`src/rtl/ps_head_extractor.sv`:
```
// ps_head_extractor
//   Splits each PacketStream packet into a header part and a body part.
//   The first hlen words of a packet, sampled at start-of-packet, go to the
//   header interface (h_*) and are closed with their own eop. Every word after
//   them goes to the body interface (o_*). Routing is combinational, so there
//   is no added latency. Only the packet state is registered.
//
// Ports
//   clk, reset          : clock, synchronous active-high reset
//   extract, hlen       : per-packet extraction enable and header length in words
//                         (hlen == 0 means no extraction); sampled on the first word
//   i_dat/i_val/i_eop   : input stream; i_rdy is the ready of the selected output
//   h_dat/h_val/h_eop   : header stream out, with h_rdy back-pressure
//   o_dat/o_val/o_eop   : body stream out, with o_rdy back-pressure
//   h_short             : one-cycle pulse after a packet ended inside its header
module ps_head_extractor #(
    parameter int WIDTH  = 8,
    parameter int LWIDTH = 8
) (
    input  logic              clk,
    input  logic              reset,
    input  logic              extract,
    input  logic [LWIDTH-1:0] hlen,
    input  logic [WIDTH-1:0]  i_dat,
    input  logic              i_val,
    input  logic              i_eop,
    output logic              i_rdy,
    output logic [WIDTH-1:0]  h_dat,
    output logic              h_val,
    output logic              h_eop,
    input  logic              h_rdy,
    output logic [WIDTH-1:0]  o_dat,
    output logic              o_val,
    output logic              o_eop,
    input  logic              o_rdy,
    output logic              h_short
);

    typedef enum logic [1:0] {
        ST_START,
        ST_HEAD,
        ST_BODY
    } state_t;

    state_t            state_q, state_d;
    logic [LWIDTH-1:0] cnt_q, cnt_d;
    logic [LWIDTH-1:0] len_q, len_d;
    logic              h_short_q, h_short_d;

    logic              to_head;
    logic              last_head;
    logic              xfer;

    // Routing: in START the decision comes straight from extract/hlen so that
    // the first word is steered with no added latency.
    always_comb begin
        if (state_q == ST_START) begin
            to_head   = extract && (hlen != '0);
            last_head = (hlen == LWIDTH'(1));
        end else begin
            to_head   = (state_q == ST_HEAD);
            last_head = (cnt_q == len_q - LWIDTH'(1));
        end

        h_dat = i_dat;
        o_dat = i_dat;
        h_val = i_val && to_head;
        o_val = i_val && !to_head;
        i_rdy = to_head ? h_rdy : o_rdy;
        h_eop = to_head && (i_eop || last_head);
        o_eop = !to_head && i_eop;
        xfer  = i_val && i_rdy;
    end

    always_comb begin
        state_d   = state_q;
        cnt_d     = cnt_q;
        len_d     = len_q;
        h_short_d = 1'b0;

        if (xfer) begin
            case (state_q)
                ST_START: begin
                    if (to_head) begin
                        len_d = hlen;
                        cnt_d = LWIDTH'(1);
                        if (i_eop) begin
                            state_d   = ST_START;
                            h_short_d = !last_head;
                        end else if (last_head) begin
                            state_d = ST_BODY;
                        end else begin
                            state_d = ST_HEAD;
                        end
                    end else begin
                        state_d = i_eop ? ST_START : ST_BODY;
                    end
                end
                ST_HEAD: begin
                    cnt_d = cnt_q + LWIDTH'(1);
                    if (i_eop) begin
                        state_d   = ST_START;
                        h_short_d = !last_head;
                    end else if (last_head) begin
                        state_d = ST_BODY;
                    end
                end
                ST_BODY: begin
                    if (i_eop) begin
                        state_d = ST_START;
                    end
                end
                default: begin
                    state_d = ST_START;
                end
            endcase
        end
    end

    always_ff @(posedge clk) begin
        if (reset) begin
            state_q   <= ST_START;
            cnt_q     <= '0;
            len_q     <= '0;
            h_short_q <= 1'b0;
        end else begin
            state_q   <= state_d;
            cnt_q     <= cnt_d;
            len_q     <= len_d;
            h_short_q <= h_short_d;
        end
    end

    assign h_short = h_short_q;

endmodule

```
`config.mk`:
```
export PLATFORM = sky130hd
export DESIGN_NAME = ps_head_extractor
export DESIGN_NICKNAME = d
export VERILOG_FILES = /design/src/rtl/ps_head_extractor.sv
export SDC_FILE = /design/constraint.sdc
export NUM_CORES = 1
export LEC_CHECK = 0
export ABC_CLOCK_PERIOD_IN_PS = 2700
export BUFFER_PORTS_ARGS = -buffer_cell sky130_fd_sc_hd__clkbuf_2
export CORE_AREA = 2 2 55 57
export DETAILED_ROUTE_END_ITERATION = 10
export DIE_AREA = 0 0 57 59
export GPL_TIMING_DRIVEN = 0
export PLACE_DENSITY = 0.78
export SKIP_LAST_GASP = 1
export SLEW_MARGIN = 20
export SYNTH_ARGS = -nofsm -noshare
export SYNTH_HDL_FRONTEND = slang
export SYNTH_SLANG_ARGS = --single-unit
```
`constraint.sdc`:
```
create_clock -name clk -period 2.7 [get_ports clk]
set_clock_uncertainty 0.2 [all_clocks]
set_input_delay 0.135 -clock clk [delete_from_list [all_inputs] [get_ports clk]]
set_output_delay 0.135 -clock clk [all_outputs]
set_load 0.01 [all_outputs]
```
### After elaboration in Yosys (flattened, before gate mapping)

Cells that the tools add are included.
W data, S select, Z words.

| storage, ports and cells | value |
|---|---|
| register bits after elaboration | 19 |
| word-level logic and storage cells | 46 |
| output and inout port bits | 22 |
| bits of input ports | 23 |

| operators by class | value |
|---|---|
| bitwise operators | 1 |
| equality and inequality tests | 7 |
| multiplexer cells | 16 |
| $add $sub $neg | 2 |
| reduce and logical (&&, ||, !) cells | 16 |

Operators by type and width:

| cell | number |
|---|---|
| $pmux W8 S2 | 1 |
| $mux W2 | 7 |
| $reduce_and A3 Y1 | 3 |
| $add A8 B1 Y8 const B | 1 |
| $eq A8 B1 Y1 const B | 1 |
| $eq A8 B8 Y1 | 1 |
| $mux W8 | 1 |
| $reduce_bool A8 Y1 | 1 |
| $sub A8 B1 Y8 const B | 1 |
| $logic_and A1 B1 Y1 | 6 |
| $pmux W2 S3 | 1 |
| $mux W1 | 5 |
| $ne A2 B2 Y1 const B | 2 |
| $ne A3 B3 Y1 const B | 1 |
| $eq A2 B1 Y1 const B | 1 |
| $eq A2 B2 Y1 const B | 1 |
| $logic_not A1 Y1 | 2 |
| $logic_not A2 Y1 | 1 |
| $pmux W1 S2 | 1 |
| $reduce_bool A2 Y1 | 1 |
| $reduce_or A2 Y1 | 1 |
| $logic_or A1 B1 Y1 | 1 |
| $not A1 Y1 | 1 |

### Depth between registers and ports, before layout

Gate-level depths: netlist (run 1).

| logic depth | value |
|---|---|
| depth in word-level cells | 7 |
| depth in mapped cells | 8 |
| depth with buffers taken out | 8 |

### Least setup slack after synthesis (run 1)

No wires, ideal clock.

| timing | value |
|---|---|
| path kind | flip-flop to output port |
| start point | register len_q[0] |
| end point | output h_eop |
| required time | 2365 ps |
| arrival time | 1844 ps |
| stages on the path, launching flop included | 9 |
| buffers on the path | 0 |
| path slack | 521 ps |
| path through | dfxtp_1 -> inv_1 -> ha_1 -> nor2_1 -> nor2_1 -> a221oi_1 -> a41oi_1 -> a2111oi_2 -> o31a_1 |

| between the ends | value |
|---|---|
| word-level cells in the longest chain between the ends | 5 |

RTL lines:

| element | RTL line | source |
|---|---|---|
| start: declaration | 47 | `logic [LWIDTH-1:0] len_q, len_d;` |
| start signal: assignment | 129 | `len_q <= len_d;` |
| $sub A8 B1 Y8 | 62 | `last_head = (cnt_q == len_q - LWIDTH'(1));` |
| $eq A8 B8 Y1 | 62 |  |
| $mux W1 | 57 | `if (state_q == ST_START) begin` |
| $logic_or A1 B1 Y1 | 70 | `h_eop = to_head && (i_eop \|\| last_head);` |
| $logic_and A1 B1 Y1 | 70 |  |
| end: declaration | 30 | `output logic h_eop,` |

Every way passes these cells.

### Worst setup path after layout (run 1)

Ends and elaborated chain as after synthesis.

==> metrics.md, run 1 <==
| Metric | Value |
|---|---|
| Synth Area in XOR/XNOR | `approximately 11%` |
| Worst vdd ir | `0.265 mV` |
| CP delay by family, top | `compound AO/OA/AOI/OAI gates` |
| Leading cell types in the layout, fill and taps excluded | `36 x clkbuf_2, 25 x nor2_1, 16 x buf_4, 16 x dfxtp_1` |
| DRC | `0` |
| Cell breakdown of the critical path | `inv_1, ha_4, nand3_1, a221oi_2, a41oi_2, a2111oi_4, o31a_1, clkbuf_2` |
| Synth area leaders | `dfxtp_1 28%, buf_4 8.9%, nor2_1 7.3%` |
| Combinational power share | `32.2%` |
| Antenna-violating nets left | `0` |
| Setup Viol. Count Final | `0` |
| Total core area | `2710 sq um` |
| PD cells | `385 nW/um^2` |
| Main synth FF type | `dfxtp_1` |
| Seq cells post-synth | `19` |
| Layout cells sized above 1 | `a little over a third` |
| Floorplan row count | `19` |
| Required @ worst endpoint | `2.37 ns` |
| Clock buffer count from CTS | `3` |
| Crit Path Category | `reg -> out` |
| Worst skew pair latency | `0.31 ns` |
| Number of global-route vias before repair | `roughly 1200` |
| Synthesized cell area | `around 1300 sq um` |
| Status | `finished, final reports clean` |
| Largest family of logic cells by synthesized area | `simple AND/OR/NAND/NOR gates` |
| Slowest stage delay, CP | `~0.43 ns` |
| Starting Density | `49.5%` |
| Dpl hpwl | `2350 um` |
| Grt ovf | `0` |
| Initial antenna violation count | `0` |
| Antenna diodes | `0` |
| Via count | `1340` |
| Length of the first detailed-routing pass in iterations | `4` |
| Post-Synthesis Cells | `161` |
| Hold Slack | `around 0.080 ns` |
| Async S/R FF share, synth | `0%` |
| CTS tree | `built` |
| Sequential power share | `45.1%` |
| Actual slew at the worst max-slew pin | `0.664 ns` |
| Die Ht | `about 59 um` |
| First-pass GRT wire length | `5150 um` |
| Die width | `57 um` |
| I/O Buffers | `36` |
| WL final | `3480 um` |
| CTS max path bufs | `2` |
| Mapped Nets | `186` |
| Avg Cell Area, Syn | `8.34 sq um` |
| Pint | `0.454 mW` |
| CP Capture Type | `output port` |
| Synth unique cells | `between 40 and 50` |
| Post-synthesis adder-cell area fraction | `1.86%` |
| Psw | `between 0.2 and 0.25 mW` |
| CTS Sinks | `19` |
| Post-synth EDFFs | `0` |
| Routed WL per cell | `14.3 um` |
| Clock root buffer | `clkbuf_4` |
| Multiplexer area fraction after synthesis | `approximately 7.5%` |
| Area growth syn-to-layout | `32.0%` |
| FF-to-FF setup slack | `~0.070 ns` |
| Worst Hold Class | `in -> reg` |
| DRT iter0 DRCs | `slightly below 50` |
| Fill cells | `225` |
| Setup tns final | `0 ns` |
| Post-route clock period utilization | `98.7%` |
| Fin crit period | `approximately 2.7 ns` |
| Nets | `238` |
| Compound-Gate Fraction of Synth Area | `10.5%` |
| Via density | `5.51` |
| Dominant cell type by area after synthesis | `dfxtp_1` |
| P_leak | `around 0.76 nW` |
| Leading cell type in the layout, fill and taps excluded | `clkbuf_2` |
| CP max stage cell | `a2111oi_4` |
| F_max | `375 MHz` |
| H-tree Lvls | `1` |
| Clock share of power | `a little under a quarter` |
| Max_cap viols | `0` |
| Routability cong. | `about 0.8` |
| Worst Path Buf+Inv | `2` |
| GRT Overall Usage | `19.4%` |
| Simple-gate share of the synthesized area | `29.5%` |
| Die area | `around 3400 sq um` |
| Slew Limit Fails | `0` |
| Crit-path max FO | `7` |
| Type of origin of the critical path | `flop` |
| Data arrival, critical path | `2.33 ns` |
| I/O Pins | `45` |
| Largest net degree at the start of global routing | `12` |
| Slew margin rel. | `55.5%` |
| Clock-pin slew on the worst setup and hold paths | `0.11 ns` |
| Yosys warns | `0` |
| Sequential element share of the synthesized area | `28.3%` |
| Synth top area share | `28.3%` |
| Hold Fails Final Rpt | `0` |
| Net Sw Frac | `33.5%` |
## metal layers
layer | track usage (%) | vias to the layer above | part of all wire [%]
li1 | - | 653 | -
met1 | 22.6 | 611 | 38
met2 | 36.6 | 66 | 52
met3 | 2.62 | 10 | 7.7
met4 | 6.31 | 0 | 2.8
met5 | 0 | - | 0
## power groups by stage
stage	Clock, mW	Combinational (mW)	Sequential [mW]
after global routing	0.161	0.237	0.310
after floorplan	0	0.132	0.308
after detailed placement	0	0.185	0.312
final	0.155	0.220	0.308
after CTS	0.158	0.201	0.306
after global placement	0	0.178	0.311
## state kept, by name, summed over array words and instances (netlist names)
register	cells
cnt_q	8
len_q	8
h_short	1
state_q	2
## cells in the mapped netlist, types with 2 or more instances
| cell type | instances |
|---|---|
| nor2_1 | 26 |
| dfxtp_1 | 19 |
| buf_4 | 16 |
| nand2_1 | 11 |
| mux2i_1 | 9 |
| xnor2_1 | 9 |
| xor2_1 | 8 |
| nor3_1 | 6 |
| and3_1 | 5 |
| nand4_1 | 4 |
| a21oi_1 | 3 |
| and2_1 | 3 |
| buf_2 | 3 |
| nand3_1 | 3 |
| o21ai_0 | 3 |
| a2111oi_2 | 2 |
| a221oi_1 | 2 |
| and2b_1 | 2 |
| clkbuf_1 | 2 |
| ha_1 | 2 |
| inv_1 | 2 |
| nor2b_1 | 2 |
## layout make-up
type	instances	area (sq um)	area share (%)
plain buffers	21	143	8.05
clock buffers	3	22.5	1.27
clock inverters	1	5.00	0.282
inverters	2	7.51	0.424
multi-input cells	119	878	49.6
flip-flops and latches	19	387	21.8
well taps	31	38.8	2.19
repair buffers	47	290	16.4
## worst paths after layout
path | start | to | cells past startpoint
hold reg to reg | len_q[7]$_SDFFE_PP0P_ | len_q[7]$_SDFFE_PP0P_ | 2
setup / recovery | len_q[0]$_SDFFE_PP0P_ | h_eop | 8
hold / removal | extract | state_q[0]$_SDFFE_PP0P_ | 4
setup reg to reg | len_q[0]$_SDFFE_PP0P_ | h_short$_SDFF_PP0_ | 8
## cells by family (layout without fill, tap and decap cells)
family                   after synthesis  after routing
AO/OA/AOI/OAI                         18             18
XOR/XNOR                              17             17
adder cells (fa/ha/maj)                2              2
buffers and inverters                 23             74
flip-flops                            19             19
multiplexers                          10             10
AND/OR/NAND/NOR                       72             72
## metrics by stage
step | total power, mW | setup slack [ns] | instance area, sq um | utilization, % | instances
floorplan | 0.440 | 0.521 | 1340 | - | 161
global placement | 0.488 | 0.244 | 1560 | 57.6 | 228
detailed placement | 0.497 | 0.136 | 1560 | 57.6 | 228
CTS | 0.665 | 0.0102 | 1720 | 63.3 | 243
global route | 0.708 | -0.0635 | 1770 | 65.4 | 243
finish | 0.682 | 0.0362 | 1770 | 65.4 | 243
## repair_timing
action                                  4_1_cts  5_1_grt
hold buffers                                 11        0
gates cloned                                  0        0
hold endpoints to repair                     10        0
gates resized for setup                       2       12
setup buffers                                 0        0
endpoints found under the setup margin        1        2
pin swaps                                     1        3
## worst min-delay path, delay by kind of cell
family          cells  cell delay, ns
compound gates      1            0.08
mux                 1            0.12
simple gates        1            0.12
buf+inv             1            0.10
No activity file was read; power rests on OpenSTA's default activity.
==> inputs of run 2 (changes only) <==
Settings changed: PLACE_DENSITY 0.78 to default, PLACE_DENSITY_LB_ADDON from default to 0.15.
==> run 2 against run 1 <==
Against the previous run: maximum frequency rose by 4.5%; hold slack got worse by 0.062 ns; utilization fell by 2.2 points; register-to-register slack improved by 0.32 ns; design area fell by 3.4%; clock-buffer cell count did not move; sequential cell count did not move; combinational power fell by 9%; via count fell by 3.1%; critical path depth rose by 1; sequential power barely moved; setup slack improved by 0.11 ns; critical path type unchanged; critical endpoint unchanged; largest cell class unchanged; largest power group unchanged.
==> metrics.md, run 2 (synthesized netlist as in run 1, its figures left out) <==
| Metric | Value |
|---|---|
| Status | `finished, final reports clean (unchanged)` |
| GRT Overall Usage | `19.0% (was 19.4%)` |
| Number of global-route vias before repair | `1239 (was 1209)` |
| CTS max path bufs | `2 (unchanged)` |
| Length of the first detailed-routing pass in iterations | `4 (unchanged)` |
| Die Ht | `59 um (unchanged)` |
| Dpl hpwl | `2410 um (was 2350 um)` |
| Starting Density | `49.5% (unchanged)` |
| Pre-CTS setup slack | `0.133 ns (was 0.136 ns)` |
| Die area | `3360 sq um (unchanged)` |
| P_leak | `0.743 nW (was 0.761 nW)` |
| Crit Path Category | `reg -> out (unchanged)` |
| I/O Buffers | `36 (unchanged)` |
| Worst Hold Class | `in -> reg (unchanged)` |
| Area of the multi-input gates | `835 sq um (was 878 sq um)` |
| Initial antenna violation count | `0 (unchanged)` |
| Reg area | `383 sq um (was 387 sq um)` |
| Required @ worst endpoint | `2.37 ns (about the same)` |
| WL final | `3060 um (was 3480 um)` |
| PD cells | `384 nW/um^2 (was 385 nW/um^2)` |
| Fill cells | `258 (was 225)` |
| Clock root buffer | `clkbuf_4 (unchanged)` |
| Max_cap viols | `0 (unchanged)` |
| I/O Pins | `45 (unchanged)` |
| Total core area | `2710 sq um (unchanged)` |
| Leading cell types in the layout, fill and taps excluded | `36 x clkbuf_2, 25 x nor2_1, 17 x buf_4, 17 x dfxtp_1, 11 x nand2_1 (was 36 x clkbuf_2, 25 x nor2_1, 16 x buf_4, 16 x dfxtp_1)` |
| Grt ovf | `0 (unchanged)` |
| Clock-pin slew on the worst setup and hold paths | `0.11 ns (about the same)` |
| F_max | `392 MHz (was 375 MHz)` |
| Post-route clock period utilization | `94.5% (was 98.7%)` |
| Floorplan row count | `19 (unchanged)` |
| Clock buffer count from CTS | `3 (unchanged)` |
| Slew margin rel. | `61.0% (was 55.5%)` |
| Hold Slack | `0.0185 ns (was 0.0800 ns)` |
| Setup Viol. Count Final | `0 (unchanged)` |
| DRC | `0 (unchanged)` |
| Regs by FF count | `cnt_q: 8 flops, len_q: 8 flops, state_q: 2 flops (unchanged)` |
| Worst hold path startpoint | `h_rdy (was extract)` |
| Reg2Reg Launch Point | `state_q[0]$_SDFFE_PP0P_ (was len_q[0]$_SDFFE_PP0P_)` |
| Layout cells sized above 1 | `34.1% (was 35.8%)` |
| Final core occ | `63.2% (was 65.4%)` |
| Data arrival, critical path | `2.22 ns (was 2.33 ns)` |
| CTS tree | `built (unchanged)` |
| Final worst slack | `0.150 ns (was 0.0362 ns)` |
| Routability cong. | `0.803 (was 0.801)` |
| DRT iter0 DRCs | `20 (was 49)` |
| First-pass GRT wire length | `5110 um (was 5150 um)` |
| Actual slew at the worst max-slew pin | `0.584 ns (was 0.664 ns)` |
| H-tree Lvls | `1 (unchanged)` |
| CP Capture Type | `output port (unchanged)` |
| Nets | `237 (was 238)` |
| Via count | `1299 (was 1340)` |
| Critical path origin | `len_q[0]$_SDFFE_PP0P_ (unchanged)` |
| Routed WL per cell | `12.7 um (was 14.3 um)` |
| Via density | `5.37 (was 5.51)` |
| Die width | `57 um (unchanged)` |
| Worst skew pair latency | `0.30 ns (was 0.31 ns)` |
| Antenna-violating nets left | `0 (unchanged)` |
| Area growth syn-to-layout | `27.5% (was 32.0%)` |
| CTS Sinks | `19 (unchanged)` |
| Slew Limit Fails | `0 (unchanged)` |
| Antenna diodes | `0 (unchanged)` |
| Fin crit period | `2.55 ns (was 2.66 ns)` |
| Hold Fails Final Rpt | `0 (unchanged)` |
| Type of origin of the critical path | `flop (unchanged)` |
| Setup tns final | `0 ns (unchanged)` |
| Leading cell type in the layout, fill and taps excluded | `clkbuf_2 (unchanged)` |
| Worst vdd ir | `0.290 mV (was 0.265 mV)` |
| Final Power | `0.658 mW (was 0.682 mW)` |
| Crit-path max FO | `7 (unchanged)` |
| Largest net degree at the start of global routing | `12 (unchanged)` |
| Unrepaired setup endpoints after global routing | `no` |
==> run 2: cell count changes in the layout (fill, tap and decap cells not counted), sizes merged <==
cell and delta:
buf +1, dlygate4sd3 -2
==> run 2: report_power, final <==
part	internal, mW	switching [mW]
combinational	0.0993	0.102
clock	0.0553	0.0946
sequential	0.291	0.0158
total	0.446	0.212
==> run 2: cell type report <==
cell class              count  share of cell area (%)
inverters                   2                   0.439
well taps                  31                    2.27
flip-flops and latches     19                    22.4
repair buffers             46                    16.2
plain buffers              21                    8.33
clock inverters             1                   0.292
clock buffers               3                    1.32
multi-input cells         119                    48.8
==> run 2: repair_timing <==
item	4_1_cts	5_1_grt
setup buffers	0	1
resized for setup	2	4
hold buffers	9	0
pin swaps	1	1
hold endpoints to repair	9	0
endpoints found under the setup margin	1	1
==> run 2: per-layer routing <==
metal	global-route usage [%]	part of all wire [%]
met1	22.6	41
met2	36.5	53
met3	2.40	4.8
met4	3.99	1.1
met5	0	0
==> run 2: worst paths after layout <==
check                          endpoint  slack, ns  depth (start not counted)
setup / recovery                  h_eop       0.15                          9
hold / removal       h_short$_SDFF_PP0_       0.02                          3
setup reg to reg  cnt_q[2]$_SDFFE_PP0P_       0.39                          7
hold reg to reg   len_q[7]$_SDFFE_PP0P_       0.34                          2
==> run 2: through the flow <==
stage	area [sq um]	std cells
CTS	1700	241
finish	1710	242
global placement	1560	228
detailed placement	1560	228
global route	1710	242
floorplan	1340	161
==> run 2: worst max-delay path: stages, from the launching register on <==
cell	delay [ns]
dfxtp_2	0.39
inv_1	0.06
ha_2	0.22
nor2_1	0.09
nor2_1	0.04
a221oi_1	0.31
a41oi_1	0.12
a2111oi_4	0.38
o31a_1	0.17
clkbuf_2	0.13
